===== config.mk =====
export PLATFORM = sky130hd
export DESIGN_NAME = mips_mem_arb
export DESIGN_NICKNAME = d
export VERILOG_FILES = /design/src/rtl/mips_mem_arb.sv
export SDC_FILE = /design/constraint.sdc
export NUM_CORES = 1
export LEC_CHECK = 0
export ABC_AREA = 1
export BUFFER_PORTS_ARGS = -buffer_cell sky130_fd_sc_hd__buf_2
export CAP_MARGIN = 20
export CORE_MARGIN = 1.5
export CORE_UTILIZATION = 46
export CTS_CLUSTER_DIAMETER = 200
export DETAILED_ROUTE_END_ITERATION = 6
export PLACE_DENSITY = 0.89
export REMOVE_ABC_BUFFERS = 1
export SYNTH_ARGS = -nofsm -noshare
export SYNTH_HDL_FRONTEND = slang
export SYNTH_SLANG_ARGS = --single-unit

===== constraint.sdc =====
create_clock -name clk -period 1.9 [get_ports clk]
set_clock_uncertainty 0.2 [all_clocks]
set_input_delay 0.095 -clock clk [delete_from_list [all_inputs] [get_ports clk]]
set_output_delay 0.095 -clock clk [all_outputs]
set_load 0.01 [all_outputs]

===== src/rtl/mips_mem_arb.sv =====
// Arbiter/sequencer for MIPS memory port 2 shared by the CPU load/store unit and a DMA/boot requester.
// Optional feature: define MEM_ARB_STARVE_EN to force a DMA grant after STARVE_LIMIT consecutive CPU grants.
module mips_mem_arb #(
    parameter int STARVE_LIMIT = 4
) (
    input  logic        clk,
    input  logic        rst,
    input  logic        cpu_req,
    input  logic [29:0] cpu_addr,
    input  logic [31:0] cpu_wdata,
    input  logic [3:0]  cpu_we,
    output logic        cpu_ack,
    output logic [31:0] cpu_rdata,
    output logic        cpu_excpt,
    input  logic        dma_req,
    input  logic [29:0] dma_addr,
    input  logic [31:0] dma_wdata,
    input  logic [3:0]  dma_we,
    output logic        dma_ack,
    output logic [31:0] dma_rdata,
    output logic        dma_excpt,
    output logic [29:0] mem_addr,
    output logic [31:0] mem_wdata,
    output logic [0:3]  mem_we,
    input  logic [31:0] mem_rdata,
    input  logic        mem_excpt
);

    typedef enum logic [1:0] {IDLE, ACCESS, RESP} state_t;

    state_t      state, state_nxt;
    logic        grant_cpu, grant_dma, dma_force;
    logic        owner_dma;
    logic [29:0] lat_addr;
    logic [31:0] lat_wdata;
    logic [3:0]  lat_we;

    if (STARVE_LIMIT < 1 || STARVE_LIMIT > 15) begin : g_bad_limit
        $error("mips_mem_arb: STARVE_LIMIT must be in 1..15");
    end

`ifdef MEM_ARB_STARVE_EN
    localparam logic [3:0] LIMIT = 4'(STARVE_LIMIT);
    logic [3:0] starve_cnt;

    assign dma_force = (starve_cnt == LIMIT);

    // Counts CPU wins against a waiting DMA; any IDLE cycle without dma_req breaks the run.
    always_ff @(posedge clk) begin
        if (rst) begin
            starve_cnt <= '0;
        end else if (state == IDLE) begin
            if (!dma_req || grant_dma)
                starve_cnt <= '0;
            else if (grant_cpu && starve_cnt != LIMIT)
                starve_cnt <= starve_cnt + 4'd1;
        end
    end
`else
    assign dma_force = 1'b0;
`endif

    always_ff @(posedge clk) begin
        if (rst) state <= IDLE;
        else     state <= state_nxt;
    end

    always_comb begin
        state_nxt = state;
        grant_cpu = 1'b0;
        grant_dma = 1'b0;
        unique case (state)
            IDLE: begin
                if (cpu_req && !(dma_req && dma_force)) grant_cpu = 1'b1;
                else if (dma_req)                         grant_dma = 1'b1;
                if (cpu_req || dma_req) state_nxt = ACCESS;
            end
            ACCESS:  state_nxt = RESP;
            RESP:    state_nxt = IDLE;
            default: state_nxt = IDLE;
        endcase
    end

    // mem_we is [0:3]; map by lane index, not by position, and block writes in a reset cycle.
    always_comb begin
        mem_we = '0;
        if (state == ACCESS && !rst)
            for (int i = 0; i < 4; i++) mem_we[i] = lat_we[i];
    end

    assign mem_addr  = lat_addr;
    assign mem_wdata = lat_wdata;

    always_ff @(posedge clk) begin
        if (rst) begin
            owner_dma <= 1'b0;
            lat_addr  <= '0;
            lat_wdata <= '0;
            lat_we    <= '0;
            cpu_ack   <= 1'b0;
            dma_ack   <= 1'b0;
            cpu_rdata <= '0;
            cpu_excpt <= 1'b0;
            dma_rdata <= '0;
            dma_excpt <= 1'b0;
        end else begin
            if (grant_cpu) begin
                owner_dma <= 1'b0;
                lat_addr  <= cpu_addr;
                lat_wdata <= cpu_wdata;
                lat_we    <= cpu_we;
            end else if (grant_dma) begin
                owner_dma <= 1'b1;
                lat_addr  <= dma_addr;
                lat_wdata <= dma_wdata;
                lat_we    <= dma_we;
            end
            cpu_ack <= (state == ACCESS) && !owner_dma;
            dma_ack <= (state == ACCESS) && owner_dma;
            if (state == ACCESS) begin
                if (owner_dma) begin
                    dma_rdata <= mem_rdata;
                    dma_excpt <= mem_excpt;
                end else begin
                    cpu_rdata <= mem_rdata;
                    cpu_excpt <= mem_excpt;
                end
            end
        end
    end

endmodule


==> metrics.txt, run 1 <==
io pins 303; Avg Cell Area, Syn 6.81 sq um; Error [ERROR GRT-0116] Global routing finished with congestion. Check the congestion regions in the DRC Viewer.; total CTS buffers 17; number of port buffers 302; Mapped Area 6040 sq um; largest net degree at the start of global routing 70; CTS sink cnt 137; placed insts 1315; first-pass GRT wire length 44.8 mm; Fail Step 5_1_grt; Resize count post-CTS 0; Area after DPL 7720 sq um; Yosys reg bits 137; GRT overflow 3; Mapped Cells 888; htree depth 4; overall die width 118 um; status did not finish; vias in the first global route 8896; root buffer cell clkbuf_16; register area share after synthesis 45.4%; Final GP Congestion 0.916; DIE HEIGHT 118 um; Starting Density 47.5%; Post-DP HPWL 13.0 mm; num rows 41; Yosys warnings 0; Max Root-Sink Buffers 2; Synth cell types 14; Tot GR Track Use 41.5%
==> kinds of logic after synthesis <==
family / after synthesis / synth area share (%)
AO/OA/AOI/OAI: 198 / 16.5
buffers and inverters: 270 / 17.4
flip-flops: 137 / 45.4
AND/OR/NAND/NOR: 283 / 20.7
==> layer usage <==
metal	GRT usage, %	overflow
met4	40.4	0
met5	0	0
met1	39.5	0
met2	68.4	3
met3	15.4	0
==> per-stage QoR <==
step | hold WS [ps] | setup WS (ps)
4_1_cts | 240 | 7.41
3_5_place_dp | 192 | 230
3_3_place_gp | 181 | 266
2_1_floorplan | -35.9 | -1060
==> cell usage after synthesis <==
master / instances / area share, %
inv_1: 206 / 13
dfxtp_1: 137 / 45
nand2_1: 135 / 8.4
nand3_1: 135 / 11
a21oi_1: 131 / 11
o21ai_0: 66 / 5.5
buf_2: 32 / 2.7
clkbuf_1: 31 / 1.9
nor2_1: 8 / 0.50
nand4_1: 2 / 0.21
nor2_4: 2 / 0.37
buf_1: 1 / 0.062
nor3_1: 1 / 0.083
o21ai_2: 1 / 0.14
==> timing repair <==
| action | 4_1_cts |
|---|---|
| buffers inserted | 0 |
| hold buffers | 168 |
| endpoints found under the setup margin | 0 |
| endpoints found under the hold margin | 136 |
==> run 2, diff against run 1 <==
--- a/config.mk
+++ b/config.mk
@@ -9,10 +9,9 @@
 export BUFFER_PORTS_ARGS = -buffer_cell sky130_fd_sc_hd__buf_2
 export CAP_MARGIN = 20
 export CORE_MARGIN = 1.5
-export CORE_UTILIZATION = 46
-export CTS_CLUSTER_DIAMETER = 200
+export CORE_UTILIZATION = 35
 export DETAILED_ROUTE_END_ITERATION = 6
-export PLACE_DENSITY = 0.89
+export PLACE_DENSITY_LB_ADDON = 0.15
 export REMOVE_ABC_BUFFERS = 1
 export SYNTH_ARGS = -nofsm -noshare
 export SYNTH_HDL_FRONTEND = slang
==> run 2 against run 1 <==
  * Synthesized cell count unchanged
  * The flow now finishes without violations
  * Area after synthesis did not move
==> metrics.txt, run 2 <==
status finished, final reports clean; Synth Area in Adders 0%; Synth cell types 14; Layout area overhead 67.6%; final period utilization 95.1%; Core ar. 16700 sq um; Final min period 1810 ps; total CTS buffers 17; n_diodes 0; area of the multi-input gates 2270 sq um; Total Wirelength 21.3 mm; nets@finish 1503; Max Cap Violations 0; final setup fails 0; GRT overflow 0; share of cells above drive strength 1 26.9%; Arrival @ worst endpoint 1970 ps; DR iter-0 viols 318; clock-pin slew on the worst setup and hold paths 60 ps; Max Root-Sink Buffers 2; CTS sink cnt 137; Yosys warnings 0; Area after DPL 7800 sq um; placed insts 1364; ranking of synthesized cells by area dfxtp_1, inv_1, nand3_1; htree depth 4; HP Class input pin to flip-flop; critical path type flip-flop to flip-flop; Relative slew margins 57.6%; XOR/XNOR share of the synthesized area 0%; CTS tree yes; cell accounting for the most synthesized area dfxtp_1; worst slew pin tran 636 ps; CP startpoint kind flip-flop; overall die width 134 um; register area share after synthesis 45.4%; Pleak 5.20 nW; Skew-Pair Late Insertion Delay 410 ps; final hold violations 0; fmax 553 MHz; Mapped Cells 888; Mapped Area 6040 sq um; most frequent cells in the layout buf_2, inv_1, dlygate4sd3_1; mux contribution to synthesized area 0%; first drt pass iteration count 5; most numerous cell in the Yosys netlist inv_1; Synth top cells by count inv_1, dfxtp_1, nand2_1, nand3_1, a21oi_1; largest net degree at the start of global routing 70; most common cell after layout, fill and taps aside buf_2; Crit. End Element flip-flop; DRC violations left 0; Total Power 8.41 mW; Post-DP HPWL 12.9 mm; via count 7134; Max FO, Critical Path 11; initial antenna violation count 0; slowest CP cell dlygate4sd3_1; EDFF count, synth 0; via density per instance 4.55; area share of the leading cell type in the synthesized netlist 45.4%; max incr delay on CP 590 ps; io pins 303; largest family of logic cells by synthesized area simple AND/OR/NAND/NOR gates; register area 2740 sq um; Layout Cells excl Fill 1567; Avg Cell Area, Syn 6.81 sq um; Antenna Nets Post-Route 0; drt wl/cell 13.6 um; cell area after layout 10100 sq um; num rows 47; Most used DFF post-synth dfxtp_1; VDD IR max 0.605 mV; simple-gate share of the synthesized area 20.7%; pwr dens 830 nW/um^2; Hold WS 47.7 ps; post-synthesis compound-gate area fraction 16.5%; root buffer cell clkbuf_16; die area 18100 sq um; asr flop ratio synth 0%; crit path buf inv count 3; CP delay by family, top buffers and inverters; Tot GR Track Use 23.4%; Slew Viols, Final 0; Critical Path RT 2060 ps; Yosys reg bits 137; number of port buffers 302; DIE HEIGHT 134 um; number of fill cells 1571; Most common cell on crit path nand3_1; Final GP Congestion 0.782; RSZ-0062 raised after global routing false; first-pass GRT wire length 33.8 mm; vias in the first global route 7047; CP Cell Sequence nor2_4, buf_6, nand3_1, dlygate4sd3_1, nand3_1, nand2_1, inv_1; Starting Density 36.2%
## run 2: cell counts after synthesis
No cell type changed its count.
## run 2: layer usage
metal / track usage [%] / wire (um) / up-vias
met5: 0 / 0 / -
met4: 12.6 / 907 / 0
met3: 5.86 / 1150 / 73
met2: 39.7 / 10400 / 249
met1: 27.2 / 8780 / 3162
li1: - / - / 3650
## run 2: what timing repair did
action / in CTS / in global routing
setup buffers: 0 / 2
endpoints found under the hold margin: 137 / 0
pin swaps: 0 / 1
endpoints found under the setup margin: 1 / 4
hold buffers: 169 / 0
resized for setup: 1 / 2
## run 2: final cells by class
| class | instances | area share [%] |
|---|---|---|
| clock buffer | 18 | 4.33 |
| clock inverter | 14 | 1.68 |
| inverter | 206 | 7.63 |
| multi-input combinational | 481 | 22.4 |
| sequential | 137 | 27.1 |
| tap | 220 | 2.72 |
| timing repair buffer | 491 | 34.1 |
## run 2: power by group
group          switching, mW  internal [mW]
sequential             0.114           3.11
combinational          0.933          0.833
clock                   1.31           2.11
total                   2.36           6.05
## run 2: logic make-up (layout without fill, tap and decap cells)
family          Yosys count  count (layout)
buf+inv                 270             729
flops                   137             137
simple gates            283             283
compound gates          198             198
## run 2: worst paths after layout
| path | cells after the start | slack (ps) | start | to |
|---|---|---|---|---|
| min | 4 | 50 | cpu_req | mem_wdata[30] |
| max reg2reg | 7 | 90 | state[1] | mem_addr[27] |
| min reg2reg | 2 | 240 | dma_rdata[5] | dma_rdata[5] |
| max | 7 | 90 | state[1] | mem_addr[27] |
## run 2: metrics by stage
stage	setup WS [ps]	setup TNS [ps]	utilization, %
global placement	397	0	46.7
CTS	27.7	0	60.5
detailed placement	361	0	46.7
finish	92.7	0	60.7
global route	18.2	0	60.7
floorplan	-1060	-94240	-
## run 2: worst min-delay path, delay by kind of cell
kind | cells | cell delay, ps
buffers and inverters | 1 | 200
AND/OR/NAND/NOR | 2 | 190
AO/OA/AOI/OAI | 1 | 120
Power figures use the tool's default switching activity.
==> run 3, diff against run 2 <==
--- a/config.mk
+++ b/config.mk
@@ -5,7 +5,6 @@
 export SDC_FILE = /design/constraint.sdc
 export NUM_CORES = 1
 export LEC_CHECK = 0
-export ABC_AREA = 1
 export BUFFER_PORTS_ARGS = -buffer_cell sky130_fd_sc_hd__buf_2
 export CAP_MARGIN = 20
 export CORE_MARGIN = 1.5
==> run 3 against run 2 <==
  * Total power decreased by 2.0%
  * Die area decreased by 1.1%
  * Via count decreased by 9.3%
  * Register-to-register slack improved by 20 ps
  * Clock power decreased by 4%
  * Global-route usage decreased by 1.4 points
  * Worst setup slack improved by 20 ps
  * Highest routed layer unchanged
==> metrics.txt, run 3 <==
Synth top cells by count dfxtp_1, nand2_1, a21oi_1, inv_1, nor2_1; Final GP Congestion 0.771; final setup fails 0; first drt pass iteration count 4; Switching Fraction 27.7%; sequential share of power 38.9%; number of port buffers 302; Final min period 1790 ps; area of the multi-input gates 2690 sq um; Most used DFF post-synth dfxtp_1; Starting Density 35.9%; DIE HEIGHT 134 um; R2R cell count 4; die area 17900 sq um; Max Root-Sink Buffers 2; Layout Cells excl Fill 1360; XOR/XNOR share of the synthesized area 0%; io pins 303; Crit. End Element flip-flop; cell area after layout 10000 sq um; cell accounting for the most synthesized area dfxtp_1; share of cells above drive strength 1 36.3%; Psw 2.28 mW; Mapped Area 5970 sq um; num rows 47; post-synthesis compound-gate area fraction 30.3%; EDFF count, synth 0; fmax 559 MHz; Setup Fix Bufs, Post-CTS 0; asr flop ratio synth 0%; Layout area overhead 67.3%; largest net degree at the start of global routing 80; crit path buf inv count 1; mux contribution to synthesized area 0%; root buffer cell clkbuf_16; final period utilization 94.1%; vias in the first global route 6550; GRT overflow 0; Yosys warnings 0; Max Cap Violations 0; Slew Viols, Final 0; first-pass GRT wire length 31.6 mm; ranking of synthesized cells by area dfxtp_1, a221oi_2, o2bb2ai_1; VDD IR max 0.608 mV; R2R Setup Slk 110 ps; CP startpoint kind flip-flop; Critical Path RT 2040 ps; Synth Area in Adders 0%; via count 6469; R2R Path Start state[0]; placed insts 1162; simple-gate share of the synthesized area 14.3%; post-layout util 60.1%; Max FO, Critical Path 7; htree depth 4; Pleak 4.49 nW; clock-pin slew on the worst setup and hold paths 60 ps; worst slew pin tran 433 ps; Core ar. 16600 sq um; Antenna Nets Post-Route 0; hold path cells 3; DR iter-0 viols 314; Total Wirelength 19.3 mm; CP Cell Sequence or2_2, a21o_1, dlygate4sd3_1, a21oi_1; initial antenna violation count 1; max incr delay on CP 550 ps; Logic pwr share 21.3%; CTS sink cnt 137; HP Class input pin to flip-flop; Skew-Pair Late Insertion Delay 410 ps; CP delay by family, top buffers and inverters; DRC violations left 0; Tot GR Track Use 22.0%; status finished, final reports clean; CTS tree yes; area share of the leading cell type in the synthesized netlist 45.9%; Area after DPL 7740 sq um; slowest CP cell dlygate4sd3_1; final hold violations 0; internal power 5.95 mW; beginning of the worst hold path cpu_req; RSZ-0062 raised after global routing false; drt wl/cell 14.2 um; clock power share 39.8%; critical path type flip-flop to flip-flop; Min-Delay Endpoint owner_dma; register area 2750 sq um; most numerous cell in the Yosys netlist dfxtp_1; most frequent cells in the layout buf_2, dlygate4sd3_1, dfxtp_1; Total Power 8.24 mW; Synth cell types 29; Hold WS 34.4 ps; Worst R2R End mem_addr[28]; most common cell after layout, fill and taps aside buf_2; Avg Cell Area, Syn 8.76 sq um; Post-DP HPWL 12.5 mm; total CTS buffers 17; Yosys reg bits 137; via density per instance 4.76; nets@finish 1296; Mapped Cells 682; Arrival @ worst endpoint 1930 ps; number of fill cells 1518; largest family of logic cells by synthesized area compound AO/OA/AOI/OAI gates; overall die width 134 um; Relative slew margins 71.1%; register area share after synthesis 45.9%; pwr dens 824 nW/um^2
-- run 3: cell types whose count changed after synthesis, moves of 5 or more --
| cell | previous run | this run |
|---|---|---|
| inv_1 | 206 | 64 |
| nand3_1 | 135 | 0 |
| o21ai_0 | 66 | 2 |
| a21oi_1 | 131 | 69 |
| o2bb2ai_1 | 0 | 61 |
| nor2_1 | 8 | 63 |
| a221oi_2 | 0 | 50 |
| a221oi_1 | 0 | 14 |
| and2_1 | 0 | 5 |
| buf_2 | 32 | 27 |
| buf_6 | 0 | 5 |
| clkbuf_1 | 31 | 26 |
-- run 3: how the worst max path moves through the flow --
stage | start | end | slack, ps | cells after the start
detailed placement | state[0] | cpu_rdata[6] | 320 | 4
global placement | state[0] | cpu_rdata[25] | 340 | 4
finish | state[0] | mem_addr[28] | 110 | 4
floorplan | state[0] | lat_we[2] | -5440 | 3
global route | state[0] | mem_addr[28] | 50 | 4
CTS | state[1] | mem_we[2] | 30 | 4
-- run 3: cells by family (layout without fill, tap and decap cells) --
group	count (synthesis)	count (layout)
DFF	137	137
buffers and inverters	129	586
and+or+nand+nor	213	213
AOI/OAI and AO/OA	203	203
other	0	1
-- run 3: per-stage QoR --
step,setup TNS (ps),setup slack [ps]
global route,0,47.7
finish,0,112
CTS,0,32.7
floorplan,-354650,-5440
global placement,0,337
detailed placement,0,316
-- run 3: tightest hold or removal path, stage by stage --
cell and delay, ps:
buf_2 230, buf_4 190, a211oi_1 60
-- run 3: what timing repair did --
action	4_1_cts	5_1_grt
endpoints found under the hold margin	133	0
hold buffers	166	0
endpoints found under the setup margin	4	4
cloned	0	0
gates resized for setup	1	2
-- run 3: area by class of cell --
cell class	instances	area share, %
flip-flops and latches	137	27.5
diodes	1	0.0250
clock inverters	13	1.45
repair buffers	490	34.5
clock buffers	18	4.39
multi-input cells	416	26.9
well taps	220	2.75
inverters	65	2.44
-- run 3: power by group through the flow --
stage / combinational [mW] / sequential, mW / clock [mW]
6_report: 1.75 / 3.20 / 3.28
5_1_grt: 1.91 / 3.23 / 3.50
4_1_cts: 1.76 / 3.20 / 3.36
3_5_place_dp: 1.45 / 3.26 / 0
3_3_place_gp: 1.45 / 3.26 / 0
2_1_floorplan: 0.604 / 3.37 / 0
-- run 3: metal layers --
layer  vias to the layer above  global-route usage [%]  part of all wire [%]
met5                         -                       0                     0
met2                       186                    39.1                    50
met4                         0                    12.4                   3.9
met3                        55                    4.38                   4.3
met1                      2968                    24.5                    41
li1                       3260                       -                     -
